--- config.mk ---
export PLATFORM = sky130hd
export DESIGN_NAME = matrix_result_writer
export DESIGN_NICKNAME = d
export VERILOG_FILES = /design/src/rtl/matrix_result_writer.sv
export SDC_FILE = /design/constraint.sdc
export NUM_CORES = 1
export LEC_CHECK = 0
export ABC_AREA = 1
export BUFFER_PORTS_ARGS = -buffer_cell sky130_fd_sc_hd__buf_2
export CORE_ASPECT_RATIO = 1.5
export CORE_UTILIZATION = 35
export CTS_CLUSTER_SIZE = 8
export DETAILED_ROUTE_END_ITERATION = 10
export PLACE_DENSITY_LB_ADDON = 0.12
export SYNTH_ARGS = -nofsm -noshare
export SYNTH_HDL_FRONTEND = slang
export SYNTH_SLANG_ARGS = --single-unit
--- constraint.sdc ---
create_clock -name CLOCK_25 -period 15.17 [get_ports CLOCK_25]
set_input_delay 3.034 -clock CLOCK_25 [delete_from_list [all_inputs] [get_ports CLOCK_25]]
set_output_delay 3.034 -clock CLOCK_25 [all_outputs]
set_load 0.005 [all_outputs]
--- src/rtl/matrix_result_writer.sv ---
// Ping-pong buffered writer that drains per-core result batches into a result memory,
// one lane per cycle, skipping lanes past the matrix edge and counting accepted words.
module matrix_result_writer #(
  parameter int CORE_COUNT = 4,
  parameter int DATA_W     = 16,
  parameter int ADDR_W     = 10
) (
  input  logic                         CLOCK_25,
  input  logic                         rst,
  input  logic                         i_start,
  input  logic                         i_capture,
  input  logic [CORE_COUNT*DATA_W-1:0] i_results,
  input  logic [4:0]                   i_row,
  input  logic [4:0]                   i_core_column,
  input  logic [7:0]                   i_size_column,
  input  logic [7:0]                   i_size_row,
  input  logic                         i_mem_ready,
  output logic                         o_mem_we,
  output logic [ADDR_W-1:0]            o_mem_addr,
  output logic [DATA_W-1:0]            o_mem_data,
  output logic                         o_busy,
  output logic                         o_done,
  output logic                         o_overflow,
  output logic [15:0]                  o_count
);

  localparam logic [1:0] S_IDLE  = 2'd0;
  localparam logic [1:0] S_WRITE = 2'd1;
  localparam logic [1:0] S_DONE  = 2'd2;
  localparam int NL_W = $clog2(CORE_COUNT + 1);

  logic [1:0]                   r_state;
  logic [1:0]                   r_slotValid;
  logic [CORE_COUNT*DATA_W-1:0] r_slotData [2];
  logic [4:0]                   r_slotRow [2];
  logic [4:0]                   r_slotCol [2];
  logic                         r_head;
  logic [NL_W-1:0]              r_nextLane;
  logic                         r_memWe;
  logic [ADDR_W-1:0]            r_memAddr;
  logic [DATA_W-1:0]            r_memData;
  logic [15:0]                  r_count;
  logic                         r_overflow;

  logic                  w_other;
  logic [CORE_COUNT-1:0] w_laneOk [2];
  logic                  w_headHit;
  logic [NL_W-1:0]       w_headLane;
  logic                  w_otherHit;
  logic [NL_W-1:0]       w_otherLane;
  logic                  w_accept;
  logic                  w_outFree;
  logic                  w_drainEn;
  logic                  w_doIssue;
  logic                  w_issueSlot;
  logic [NL_W-1:0]       w_issueLane;
  logic                  w_freeHead;
  logic                  w_headNext;
  logic                  w_headNextOther;
  logic                  w_headFinal;
  logic [NL_W-1:0]       w_nextLaneNext;
  logic [1:0]            w_freeing;
  logic [1:0]            w_slotFree;
  logic                  w_capOk;
  logic [1:0]            w_load;
  logic                  w_drop;
  logic [1:0]            w_validNext;
  logic [15:0]           w_countNext;
  logic [15:0]           w_total;
  logic [1:0]            w_stateNext;
  logic [DATA_W-1:0]     w_issueData;
  logic [15:0]           w_issueAddr16;

  assign w_other     = ~r_head;
  assign w_accept    = r_memWe & i_mem_ready;
  assign w_outFree   = ~r_memWe | i_mem_ready;
  assign w_drainEn   = w_outFree & (r_state != S_DONE) & ~i_start;
  assign w_countNext = r_count + {15'd0, w_accept};
  assign w_total     = 16'(i_size_row) * 16'(i_size_column);

  // A lane is written only while its column lies inside the matrix.
  always_comb begin
    for (int s = 0; s < 2; s++) begin
      w_laneOk[s] = '0;
      for (int k = 0; k < CORE_COUNT; k++) begin
        w_laneOk[s][k] = (16'(r_slotCol[s]) + 16'(k)) < 16'(i_size_column);
      end
    end
  end

  always_comb begin
    w_headHit   = 1'b0;
    w_headLane  = '0;
    w_otherHit  = 1'b0;
    w_otherLane = '0;
    for (int k = CORE_COUNT - 1; k >= 0; k--) begin
      if (w_laneOk[r_head][k] && (NL_W'(k) >= r_nextLane)) begin
        w_headHit  = 1'b1;
        w_headLane = NL_W'(k);
      end
      if (w_laneOk[w_other][k]) begin
        w_otherHit  = 1'b1;
        w_otherLane = NL_W'(k);
      end
    end
  end

  // Look ahead into the other slot when the head finishes so slot changes cost no bubble.
  always_comb begin
    w_doIssue      = 1'b0;
    w_issueSlot    = r_head;
    w_issueLane    = '0;
    w_freeHead     = 1'b0;
    w_headNext     = r_head;
    w_nextLaneNext = r_nextLane;
    if (w_drainEn && r_slotValid[r_head]) begin
      if (w_headHit) begin
        w_doIssue      = 1'b1;
        w_issueLane    = w_headLane;
        w_nextLaneNext = w_headLane + NL_W'(1);
      end else begin
        w_freeHead     = 1'b1;
        w_headNext     = w_other;
        w_nextLaneNext = '0;
        if (r_slotValid[w_other] && w_otherHit) begin
          w_doIssue      = 1'b1;
          w_issueSlot    = w_other;
          w_issueLane    = w_otherLane;
          w_nextLaneNext = w_otherLane + NL_W'(1);
        end
      end
    end
  end

  assign w_freeing[0] = w_freeHead & ~r_head;
  assign w_freeing[1] = w_freeHead & r_head;
  assign w_slotFree   = ~r_slotValid | w_freeing;
  assign w_capOk      = i_capture & ~i_start & (r_state != S_DONE);

  always_comb begin
    w_load = 2'b00;
    if (w_capOk) begin
      if (w_slotFree[0]) begin
        w_load[0] = 1'b1;
      end else if (w_slotFree[1]) begin
        w_load[1] = 1'b1;
      end
    end
  end

  assign w_drop          = w_capOk & ~(|w_slotFree);
  assign w_validNext     = (r_slotValid & ~w_freeing) | w_load;
  assign w_headNextOther = ~w_headNext;

  always_comb begin
    w_headFinal = w_headNext;
    if (!w_validNext[w_headNext] && w_validNext[w_headNextOther]) begin
      w_headFinal = w_headNextOther;
    end
  end

  always_comb begin
    w_issueData = '0;
    for (int k = 0; k < CORE_COUNT; k++) begin
      if (w_issueLane == NL_W'(k)) begin
        w_issueData = r_slotData[w_issueSlot][k*DATA_W +: DATA_W];
      end
    end
  end

  assign w_issueAddr16 = 16'(r_slotRow[w_issueSlot]) * 16'(i_size_column)
                       + 16'(r_slotCol[w_issueSlot]) + 16'(w_issueLane);

  always_comb begin
    w_stateNext = r_state;
    case (r_state)
      S_IDLE:  if (|r_slotValid) w_stateNext = S_WRITE;
      S_WRITE: if (~|w_validNext) w_stateNext = S_IDLE;
      default: w_stateNext = r_state;
    endcase
    if ((r_state != S_DONE) && (w_countNext == w_total)) begin
      w_stateNext = S_DONE;
    end
  end

  // Start clears the job but leaves the last address/data visible on the idle port.
  always_ff @(posedge CLOCK_25 or negedge rst) begin
    if (!rst) begin
      r_state       <= S_IDLE;
      r_slotValid   <= 2'b00;
      r_slotData[0] <= '0;
      r_slotData[1] <= '0;
      r_slotRow[0]  <= '0;
      r_slotRow[1]  <= '0;
      r_slotCol[0]  <= '0;
      r_slotCol[1]  <= '0;
      r_head        <= 1'b0;
      r_nextLane    <= '0;
      r_memWe       <= 1'b0;
      r_memAddr     <= '0;
      r_memData     <= '0;
      r_count       <= '0;
      r_overflow    <= 1'b0;
    end else if (i_start) begin
      r_state     <= S_IDLE;
      r_slotValid <= 2'b00;
      r_head      <= 1'b0;
      r_nextLane  <= '0;
      r_memWe     <= 1'b0;
      r_count     <= '0;
      r_overflow  <= 1'b0;
    end else begin
      r_state     <= w_stateNext;
      r_slotValid <= w_validNext;
      r_head      <= w_headFinal;
      r_nextLane  <= w_nextLaneNext;
      r_count     <= w_countNext;
      if (w_drop) begin
        r_overflow <= 1'b1;
      end
      for (int s = 0; s < 2; s++) begin
        if (w_load[s]) begin
          r_slotData[s] <= i_results;
          r_slotRow[s]  <= i_row;
          r_slotCol[s]  <= i_core_column;
        end
      end
      if (w_doIssue && (w_stateNext != S_DONE)) begin
        r_memWe   <= 1'b1;
        r_memAddr <= ADDR_W'(w_issueAddr16);
        r_memData <= w_issueData;
      end else if (w_outFree) begin
        r_memWe <= 1'b0;
      end
    end
  end

  assign o_mem_we   = r_memWe;
  assign o_mem_addr = r_memAddr;
  assign o_mem_data = r_memData;
  assign o_count    = r_count;
  assign o_overflow = r_overflow;
  assign o_done     = (r_state == S_DONE);
  assign o_busy     = (r_state == S_WRITE) | (|r_slotValid);

endmodule
==> qor.yml <==
status: "complete, no violations"
rr_startpoint: "r_slotCol[6]"
setup_ws_ns: 5.78
maxCapViolCount: 0
clk-insertion-delay-late_ns: 0.46
layout_common_cells: "522 x nand2_1, 354 x inv_1, 200 x dfrtp_1"
hpwl_mm: 31.1
drt_iter0_drc: 733
crit_path_end_kind: "flip-flop"
path_clk_slew_ns: 0.08
power_density_mw_per_mm2: 119
start_util_pct: 35.5
antenna_found_initial: 0
slowest_stage: "fa_1"
fp.dieH_um: 252
gp_congestion: 0.837
via_count: 12100
criticalPathCategory: "in -> reg"
synth-seq-area-share_pct: 34.3
endpoint: "o_mem_addr[9]"
core_sq_mm: 0.0411
clk_path_buf_depth: 2
setup.worst_path.start_class: "input port"
synth-seq-cells: 200
synth-adder-area-share_pct: 16.8
drv_slew: 0
grt_pass1_vias: 12200
synthCells: 1921
mappedNetlistArea_sq_mm: 0.0146
cts_made_buffers: 17
tns_ns: 0
path_common_cell: "nand2_1"
crit_path_start: "i_size_column[4]"
setup_viol: 0
syn-mean-instance-area_sq_um: 7.59
dieWidth_um: 169
die_area_sq_mm: 0.0425
reg2reg_depth: 38
rsz0062_at_grt: "no"
num_rows: 91
grt_overflow: 0
grt.busiest_layer: "met2"
arrival_ns: 9.79
grt.met1_usage_pct: 23.3
synth_top_family_by_area: "simple AND/OR/NAND/NOR gates"
yosysTopAreaCell: "dfrtp_1"
worstHoldPathType: "reg -> reg"
p_leak_uw: 0.00891
nNetsFinal: 2258
cts-resized-gates: 0
synth.area.top_cells: "dfrtp_1 34%, nand2_1 13%, inv_1 9.1%"
cts_root_buffer: "clkbuf_16"
crit_fanout: 50
dr.pass1.iters: 7
hold_viol: 0
cpPeakStageDelay_ns: 0.54
grt_max_degree: 97
synth_edf_count: 0
drive_gt1_share_pct: 10.8
synthFlopType: "dfrtp_1"
tightest_slew_ns: 0.882
post_drt_wl_per_cell_um: 16.1
remaining_drc_errors: 0
boundaryPins: 141
fin_skew_ns: 0.0163
r2r_end: "o_mem_addr[9]"
diodes: 0
grt_use_met3_pct: 1.91
via_per_inst: 4.72
timing.final.crit_share_pct: 61.9
hold_buffers: 0
yosys.area_share.xor_xnor_pct: 3.53
synth_simple_gate_area_share_pct: 21.0
port-buffer-count: 140
post-place-ws_ns: 5.29
fin_crit_ns: 9.39
syn_to_final_growth_pct: 11.4
yosysWarnings: 0
required_ns: 15.57
final_core_util_pct: 39.5
layout_commonest_cell: "nand2_1"
synthArstFlopShare_pct: 100
grt_pass1_wl_mm: 66.7
yosys-mux-area-fraction_pct: 0.137
cts_tree: "yes"
synth_top_cell_area_share_pct: 34.3
synth_fp_nets: 2177
h-tree-depth: 4
r2r_setup_slack_ns: 7.65
ant_nets: 0
drt_wl_total_mm: 41.4
synth.distinct_cells: 42
post_cts_buffers: 0
slew_headroom_pct: 41.2
synth_compound_area_share_pct: 11.8
ir_drop_uv: 62.8
cts_sinks: 200
gr-usage-met2_pct: 39.1
grt_use_total_pct: 20.4
fmax_mhz: 106
==> synthesized netlist by cell type, types with 17 or more instances <==
master / instances
a21oi_1: 56
buf_2: 22
clkbuf_1: 40
dfrtp_1: 200
fa_1: 58
ha_1: 103
inv_1: 354
nand2_1: 523
nand3_1: 45
nand4_1: 29
nor2_1: 75
nor3_1: 35
o211ai_1: 40
o21ai_0: 189
o21ai_1: 17
xnor2_1: 21
xor2_1: 35
==> final cells by class <==
class                      count  area, sq um
clock buffer                  20          457
clock inverter                12          130
fill                        4424        24900
inverter                     366         1380
multi-input combinational   1270         7800
sequential                   200         5000
tap                          558          698
timing repair buffer         147          762
==> registers in the layout, summed over array words and instances (netlist names), 2 cells and up <==
name         cells
o_mem_data      16
r_slotCol       10
o_count         16
r_slotRow       10
r_nextLane       3
r_slotValid      2
r_slotData     128
o_mem_addr      10
r_state          2
==> worst min path at each step <==
stage | from | end | slack (ns) | depth (start not counted)
after floorplan | r_slotRow[9] | r_slotRow[9] | 0.44 | 2
after global placement | o_mem_addr[6] | o_mem_addr[6] | 0.46 | 2
after detailed placement | o_mem_data[10] | o_mem_data[10] | 0.46 | 2
after CTS | r_slotRow[9] | r_slotRow[9] | 0.48 | 2
after global routing | o_mem_data[2] | o_mem_data[2] | 0.50 | 2
final | o_mem_addr[4] | o_mem_addr[4] | 0.48 | 2
==> routing by layer <==
layer | wire length, um | part of all wire, %
met5 | 0 | 0
met4 | 1130 | 2.7
met3 | 825 | 2.0
met2 | 22300 | 54
met1 | 17100 | 41
==> stage by stage <==
step           cells  instance area [sq um]  hold WS (ns)  power [uW]
3_5_place_dp    2541                  15600         0.460        1480
6_report        2573                  16200         0.480        1930
4_1_cts         2573                  16200         0.484        1960
3_3_place_gp    2541                  15600         0.460        1470
2_1_floorplan   1921                  14600         0.444        1260
5_1_grt         2573                  16200         0.496        2110
==> power by group <==
part	switching, uW	total (uW)	internal, uW
Combinational	439	738	299
Sequential	74.6	717	642
Clock	229	470	242
==> logic make-up after synthesis <==
logic type / after synthesis
AOI/OAI and AO/OA: 314
adders and majority gates: 161
DFF: 200
muxes: 2
buffers and inverters: 451
xor gates and xnor gates: 57
and+or+nand+nor: 736
==> worst max-delay path, delay by kind of cell <==
kind                       cells  cell delay [ns]
buffers and inverters          6             1.23
and+or+nand+nor               14             1.81
AOI/OAI and AO/OA              7             1.32
adders and majority gates      5             2.01
xor gates and xnor gates       1             0.37
(Power assumes the default switching activity.)
